==> src/rtl/mc_control_fsm.sv <==
// mc_control_fsm: multicycle MIPS control unit.
//
// Walks every instruction through FETCH -> DECODE -> EXEC -> MEM -> WB and
// drives per-state datapath strobes. The memory occupies MEM_LAT cycles per
// access, counted by a small wait counter during FETCH and MEM. SYSCALL parks
// the unit in HALT until 'go'. Unknown opcodes/funcs pulse 'illegal' and are
// retired as NOPs.
//
// Ports
//   clk, rst          clock, asynchronous active-high reset
//   op, func          IR[31:26], IR[5:0] (valid from DECODE onward)
//   eq, gtz           branch conditions from the regfile compare
//   go                resume from HALT
//   pc_write/pc_src   PC load strobe and source (0 PC+4, 1 branch, 2 jump, 3 rs)
//   ir_write          IR load strobe
//   mem_read/mem_write/mem_mode  memory controls (mode 01 half, 10 word)
//   alu_src/signed_ext/shift_var/alu_op  ALU operand and function controls
//   reg_write/reg_dst/mem_to_reg/link    regfile write controls
//   halt, illegal     status
//   state             current FSM state for debug
//
// Handshake: there is none in the valid/ready sense. Memory is assumed to
// complete exactly MEM_LAT cycles after mem_read/mem_write first rise; the
// strobes stay up for all of those cycles.
module mc_control_fsm #(
  parameter int MEM_LAT  = 1,
  parameter int ALU_OP_W = 4,
  parameter int CNT_W    = 4
) (
  input  logic                clk,
  input  logic                rst,
  input  logic [5:0]          op,
  input  logic [5:0]          func,
  input  logic                eq,
  input  logic                gtz,
  input  logic                go,
  output logic                pc_write,
  output logic [1:0]          pc_src,
  output logic                ir_write,
  output logic                mem_read,
  output logic                mem_write,
  output logic [1:0]          mem_mode,
  output logic                alu_src,
  output logic                signed_ext,
  output logic                shift_var,
  output logic [ALU_OP_W-1:0] alu_op,
  output logic                reg_write,
  output logic                reg_dst,
  output logic                mem_to_reg,
  output logic                link,
  output logic                halt,
  output logic                illegal,
  output logic [2:0]          state
);

  typedef enum logic [2:0] {
    S_FETCH  = 3'd0,
    S_DECODE = 3'd1,
    S_EXEC   = 3'd2,
    S_MEM    = 3'd3,
    S_WB     = 3'd4,
    S_HALT   = 3'd5
  } state_e;

  localparam logic [CNT_W-1:0] CNT_LAST = CNT_W'(MEM_LAT - 1);

  state_e           state_q, state_d;
  logic [CNT_W-1:0] cnt_q, cnt_d;
  logic             cnt_last;

  assign cnt_last = (cnt_q == CNT_LAST);

  // ---------------------------------------------------------------------
  // Instruction decode (pure function of op/func)
  // ---------------------------------------------------------------------
  logic                is_rtype, is_bad;
  logic                is_j, is_jal, is_jr, is_sys;
  logic                is_beq, is_bne, is_bgtz;
  logic                is_lw, is_sw, is_sh;
  logic                dec_imm, dec_sext, dec_svar;
  logic [ALU_OP_W-1:0] dec_alu;

  assign is_rtype = (op == 6'd0);

  always_comb begin
    is_bad   = 1'b0;
    is_j     = 1'b0;
    is_jal   = 1'b0;
    is_jr    = 1'b0;
    is_sys   = 1'b0;
    is_beq   = 1'b0;
    is_bne   = 1'b0;
    is_bgtz  = 1'b0;
    is_lw    = 1'b0;
    is_sw    = 1'b0;
    is_sh    = 1'b0;
    dec_imm  = 1'b0;
    dec_sext = 1'b0;
    dec_svar = 1'b0;
    dec_alu  = ALU_OP_W'(13);
    case (op)
      6'd0: begin
        case (func)
          6'd0:  dec_alu = ALU_OP_W'(0);              // SLL
          6'd2:  dec_alu = ALU_OP_W'(2);              // SRL
          6'd3:  dec_alu = ALU_OP_W'(1);              // SRA
          6'd4: begin                                 // SLLV
            dec_alu  = ALU_OP_W'(0);
            dec_svar = 1'b1;
          end
          6'd8:  is_jr   = 1'b1;                      // JR
          6'd12: is_sys  = 1'b1;                      // SYSCALL
          6'd32, 6'd33: dec_alu = ALU_OP_W'(5);       // ADD, ADDU
          6'd34: dec_alu = ALU_OP_W'(6);              // SUB
          6'd36: dec_alu = ALU_OP_W'(7);              // AND
          6'd37: dec_alu = ALU_OP_W'(8);              // OR
          6'd39: dec_alu = ALU_OP_W'(10);             // NOR
          6'd42: dec_alu = ALU_OP_W'(11);             // SLT
          6'd43: dec_alu = ALU_OP_W'(12);             // SLTU
          default: is_bad = 1'b1;
        endcase
      end
      6'd2:  is_j    = 1'b1;
      6'd3:  is_jal  = 1'b1;
      6'd4:  is_beq  = 1'b1;
      6'd5:  is_bne  = 1'b1;
      6'd7:  is_bgtz = 1'b1;
      6'd8, 6'd9: begin                               // ADDI, ADDIU
        dec_alu  = ALU_OP_W'(5);
        dec_imm  = 1'b1;
        dec_sext = 1'b1;
      end
      6'd10: begin                                    // SLTI
        dec_alu  = ALU_OP_W'(11);
        dec_imm  = 1'b1;
        dec_sext = 1'b1;
      end
      6'd11: begin                                    // SLTIU
        dec_alu = ALU_OP_W'(12);
        dec_imm = 1'b1;
      end
      6'd12: begin                                    // ANDI
        dec_alu = ALU_OP_W'(7);
        dec_imm = 1'b1;
      end
      6'd13: begin                                    // ORI
        dec_alu = ALU_OP_W'(8);
        dec_imm = 1'b1;
      end
      6'd35, 6'd41, 6'd43: begin                      // LW, SH, SW
        is_lw    = (op == 6'd35);
        is_sh    = (op == 6'd41);
        is_sw    = (op == 6'd43);
        dec_alu  = ALU_OP_W'(5);
        dec_imm  = 1'b1;
        dec_sext = 1'b1;
      end
      default: is_bad = 1'b1;
    endcase
  end

  // ---------------------------------------------------------------------
  // State and wait counter registers
  // ---------------------------------------------------------------------
  always_ff @(posedge clk or posedge rst) begin
    if (rst) begin
      state_q <= S_FETCH;
      cnt_q   <= '0;
    end else begin
      state_q <= state_d;
      cnt_q   <= cnt_d;
    end
  end

  // ---------------------------------------------------------------------
  // Next state and strobes
  // ---------------------------------------------------------------------
  logic       pc_write_c, ir_write_c, mem_read_c, mem_write_c;
  logic       reg_write_c, reg_dst_c, mem_to_reg_c, link_c, halt_c, illegal_c;
  logic [1:0] pc_src_c, mem_mode_c;
  logic       alu_hold;

  always_comb begin
    state_d      = state_q;
    cnt_d        = '0;
    pc_write_c   = 1'b0;
    pc_src_c     = 2'd0;
    ir_write_c   = 1'b0;
    mem_read_c   = 1'b0;
    mem_write_c  = 1'b0;
    mem_mode_c   = 2'b00;
    reg_write_c  = 1'b0;
    reg_dst_c    = 1'b0;
    mem_to_reg_c = 1'b0;
    link_c       = 1'b0;
    halt_c       = 1'b0;
    illegal_c    = 1'b0;
    case (state_q)
      S_FETCH: begin
        mem_read_c = 1'b1;
        mem_mode_c = 2'b10;
        if (cnt_last) begin
          ir_write_c = 1'b1;
          pc_write_c = 1'b1;
          state_d    = S_DECODE;
        end else begin
          cnt_d = cnt_q + CNT_W'(1);
        end
      end
      S_DECODE: begin
        state_d = S_EXEC;
        if (is_bad) begin
          illegal_c = 1'b1;
          state_d   = S_FETCH;
        end else if (is_j || is_jal) begin
          pc_write_c  = 1'b1;
          pc_src_c    = 2'd2;
          reg_write_c = is_jal;
          link_c      = is_jal;
          state_d     = S_FETCH;
        end else if (is_jr) begin
          pc_write_c = 1'b1;
          pc_src_c   = 2'd3;
          state_d    = S_FETCH;
        end else if (is_sys) begin
          state_d = S_HALT;
        end
      end
      S_EXEC: begin
        if (is_beq || is_bne || is_bgtz) begin
          pc_src_c   = 2'd1;
          pc_write_c = (is_beq & eq) | (is_bne & ~eq) | (is_bgtz & gtz);
          state_d    = S_FETCH;
        end else if (is_lw || is_sw || is_sh) begin
          state_d = S_MEM;
        end else begin
          state_d = S_WB;
        end
      end
      S_MEM: begin
        mem_read_c  = is_lw;
        mem_write_c = is_sw | is_sh;
        mem_mode_c  = is_sh ? 2'b01 : 2'b10;
        if (cnt_last) begin
          state_d = is_lw ? S_WB : S_FETCH;
        end else begin
          cnt_d = cnt_q + CNT_W'(1);
        end
      end
      S_WB: begin
        reg_write_c  = 1'b1;
        reg_dst_c    = is_rtype;
        mem_to_reg_c = is_lw;
        state_d      = S_FETCH;
      end
      S_HALT: begin
        halt_c = 1'b1;
        if (go) state_d = S_FETCH;
      end
      default: state_d = S_FETCH;   // unused codes 6/7 recover
    endcase
  end

  // ALU controls stay valid from EXEC through WB so the memory address and
  // writeback result do not move while the access is in flight.
  assign alu_hold = (state_q == S_EXEC) || (state_q == S_MEM) || (state_q == S_WB);

  // Everything is forced low while reset is asserted, even mid-access.
  assign pc_write   = pc_write_c   & ~rst;
  assign pc_src     = rst ? 2'd0 : pc_src_c;
  assign ir_write   = ir_write_c   & ~rst;
  assign mem_read   = mem_read_c   & ~rst;
  assign mem_write  = mem_write_c  & ~rst;
  assign mem_mode   = rst ? 2'd0 : mem_mode_c;
  assign alu_src    = alu_hold & dec_imm  & ~rst;
  assign signed_ext = alu_hold & dec_sext & ~rst;
  assign shift_var  = alu_hold & dec_svar & ~rst;
  assign alu_op     = (alu_hold && !rst) ? dec_alu : '0;
  assign reg_write  = reg_write_c  & ~rst;
  assign reg_dst    = reg_dst_c    & ~rst;
  assign mem_to_reg = mem_to_reg_c & ~rst;
  assign link       = link_c       & ~rst;
  assign halt       = halt_c       & ~rst;
  assign illegal    = illegal_c    & ~rst;
  assign state      = rst ? 3'd0 : state_q;

endmodule

==> config.mk <==
export PLATFORM = sky130hd
export DESIGN_NAME = mc_control_fsm
export DESIGN_NICKNAME = d
export VERILOG_FILES = /design/src/rtl/mc_control_fsm.sv
export SDC_FILE = /design/constraint.sdc
export NUM_CORES = 1
export LEC_CHECK = 0
export ABC_AREA = 1
export BUFFER_PORTS_ARGS = -buffer_cell sky130_fd_sc_hd__buf_2
export CAP_MARGIN = 20
export CORE_UTILIZATION = 51
export DETAILED_ROUTE_END_ITERATION = 16
export PLACE_DENSITY = 0.85
export REMOVE_ABC_BUFFERS = 1
export SLEW_MARGIN = 20
export SYNTH_ARGS = -nofsm -noshare
export SYNTH_HDL_FRONTEND = slang
export SYNTH_SLANG_ARGS = --single-unit
==> constraint.sdc <==
create_clock -name clk -period 1.7 [get_ports clk]
set_input_delay 0.17 -clock clk [delete_from_list [all_inputs] [get_ports clk]]
set_output_delay 0.17 -clock clk [all_outputs]
set_load 0.01 [all_outputs]
==> results.tsv <==
stage	metric	value	unit
clock_network	cts_tree	yes	
run_status	status	complete, no violations	
layout	fillers	220	
power_and_ir_drop	vdd_drop_max	0.00105	V
layout	stdcell_count	296	
sta	setup_slack	0.0487	ns
critical_path	rrSetupSlack	0.29	ns
placed_design	gp_routability_congestion	0.864	
yosys	ys_seq_area_frac	0.143	
flow_run	maxCapViolations	0	
routing	viasPerCell	5.21	
clock_network	clk_pin_slew	0.05	ns
yosys	yosys-top-cells-area	dfrtp_1 14%, nand2_1 14%, nor2_1 13%	
global_route	met3_usage	0.0238	
placed_design	dp_slack	0.158	ns
global_route	antenna_found_initial	0	
critical_path	startpoint	state_q[1]$_DFFE_PP0P_	
sta	worst_slew_pin_slew	0.355	ns
sta	period_share	0.971	
sta	rsz0062_at_grt	yes	
layout	finalNetCount	288	
die	dieArea	2600	sq um
routing	drc	0	
yosys	synth_top_area_share	0.143	
global_route	grt_pass1_wl	5.14	mm
clock_network	clockRootBuffer	clkbuf_4	
hold_path	holdCritPathClass	in2async	
die	die_h	51.0	um
routing	ant_nets	0	
power_and_ir_drop	power.leakage	0.951	nW
layout	synthToLayoutAreaGrowth	30.0	%
critical_path	end_kind	output port	
layout	antennaDiodeCount	0	
global_route	met1_usage	0.333	
yosys	syn_area_per_cell	5.57	sq um
sta	clock_skew	0.00194	ns
sta	fmax	606	MHz
placed_design	port_buffers	40	
sta	slew_headroom	0.762	
clock_network	htreeDepth	1	
layout	fin_util	0.713	
clock_network	cts.path.max_buffers	2	
routing	dr_total_vias	1541	
critical_path	worstSetupPathType	reg2out	
global_route	first_global_vias	1232	
routing	routedWlPerCell	11.2	um
die	rows	17	
routing	wirelength	3.32	mm
global_route	grt_max_degree	13	
critical_path	r2r_start	state_q[0]$_DFFE_PP0P_	
critical_path	critPathMaxFanout	5	
global_route	grt-busiest-layer	met2	
yosys	syn_area	1220	sq um
clock_network	cts_buffers	3	
sta	tns	0	ns
routing	drtIter0Drc	25	
routing	dr.pass1.iters	4	
sta	setup_viol	0	
yosys	syn_inst	220	
global_route	grt_overflow	0	
critical_path	endpoint	illegal	
die	start_util	0.548	
sta	slew_viol_final	0	
placed_design	dpl.hpwl	2.50	mm
layout	drive_gt1_frac	0.351	
global_route	met2_usage	0.439	
sta	hold_viol_final	0	
yosys	ys_ff_latch	7	
global_route	grt_util_all_layers	0.253	
placed_design	dp_cells	288	
layout	final_cell_mix	40 x nand2_1, 40 x buf_2, 38 x inv_1, 35 x nor2_1, 25 x nand3_1	
sta	period_needed	1.65	ns
critical_path	regToRegEndpoint	state_q[2]$_DFFE_PP0P_	
yosys	yosysWarnings	0	
critical_path	cp-start-kind	flip-flop	
critical_path	arrival	1.48	ns
clock_network	worstSkewPairLatency	0.25	ns
yosys	yosysTopAreaCell	dfrtp_1	
die	io_pins	41	
die	core_area	2230	sq um
power_and_ir_drop	power.density	643	nW/um^2
critical_path	required	1.53	ns
yosys	yosysUniqueCellTypes	30	
die	die_x	51.0	um
clock_network	cts.sinks	7	
critical_path	r2r_cells	8	
[kinds of logic (layout without fill, tap and decap cells)]
kind of cell	count (synthesis)	after routing	synth area share
and+or+nand+nor	143	143	0.577
DFF	7	7	0.143
adders and majority gates	2	2	0.0204
xor gates and xnor gates	2	2	0.0143
AOI/OAI and AO/OA	21	21	0.101
buffers and inverters	45	93	0.144
[cells in the mapped netlist]
cell type  number
nand4_2         1
nor2_2          5
o21a_1          1
clkbuf_1        1
o21ai_0         3
nand2_2         5
inv_1          41
o21ai_1         1
nor2_4          4
nand2_1        45
nand3_2         3
nor2_1         42
nand3b_4        1
nand3_4         1
o21ai_2         1
ha_1            2
buf_6           1
nor4_1          2
inv_2           2
nand3b_2        1
nand4_1         3
xor2_1          1
xnor2_1         1
dfrtp_1         7
nand3_1        26
a22oi_1         1
a21o_1          1
o211ai_1        3
nor3_1          4
a21oi_1        10
[registers in the layout, summed over array words and instances (netlist names)]
name,count
cnt_q,4
state_q,3
[report_power, final]
part	total, mW	internal (mW)	switching (mW)
Sequential	0.238	0.191	0.0461
Clock	0.151	0.0896	0.0615
Combinational	0.636	0.248	0.388
Total	1.02	0.529	0.496
[through the flow]
step | hold WS [ns] | power, mW | cell area [sq um]
2_1_floorplan | -0.00172 | 0.540 | 1210
3_3_place_gp | 0.275 | 0.699 | 1460
3_5_place_dp | 0.277 | 0.704 | 1460
4_1_cts | 0.0284 | 0.864 | 1490
5_1_grt | 0.0799 | 1.12 | 1590
6_report | 0.0657 | 1.02 | 1590
[how the worst min path moves through the flow]
stage	from	to	slack [ns]	depth (start not counted)
after global placement	rst	state_q[2]$_DFFE_PP0P_	0.27	3
after detailed placement	rst	state_q[2]$_DFFE_PP0P_	0.28	3
final	rst	cnt_q[0]$_DFF_PP0_	0.07	3
after CTS	rst	state_q[1]$_DFFE_PP0P_	0.03	3
after global routing	rst	cnt_q[2]$_DFF_PP0_	0.08	3
after floorplan	rst	cnt_q[0]$_DFF_PP0_	-0.002	1
[routing by layer]
| layer | wire [um] | vias up |
|---|---|---|
| met4 | 20 | 0 |
| met5 | 0 | - |
| met2 | 1660 | 41 |
| li1 | - | 798 |
| met1 | 1510 | 698 |
| met3 | 141 | 4 |
[repair_timing]
action | in CTS | in global routing
hold buffers | 0 | 0
resized for setup | 2 | 25
setup endpoints to repair | 7 | 16
pin swaps | 0 | 5
setup buffers | 0 | 4
[layout make-up]
cell class / instances / area, sq um / area share
multi-input combinational: 168 / 943 / 0.592
timing repair buffer: 46 / 245 / 0.154
sequential: 7 / 179 / 0.112
inverter: 43 / 164 / 0.103
tap: 28 / 35.0 / 0.0220
clock buffer: 4 / 26.3 / 0.0165
[worst max-delay path: stages, from the launching register on]
cell     delay (ns)
dfrtp_2        0.44
inv_2          0.11
nand2_2        0.10
nor2_4         0.15
nand2_1        0.12
a21oi_1        0.17
buf_2          0.16
(Power assumes the default switching activity.)
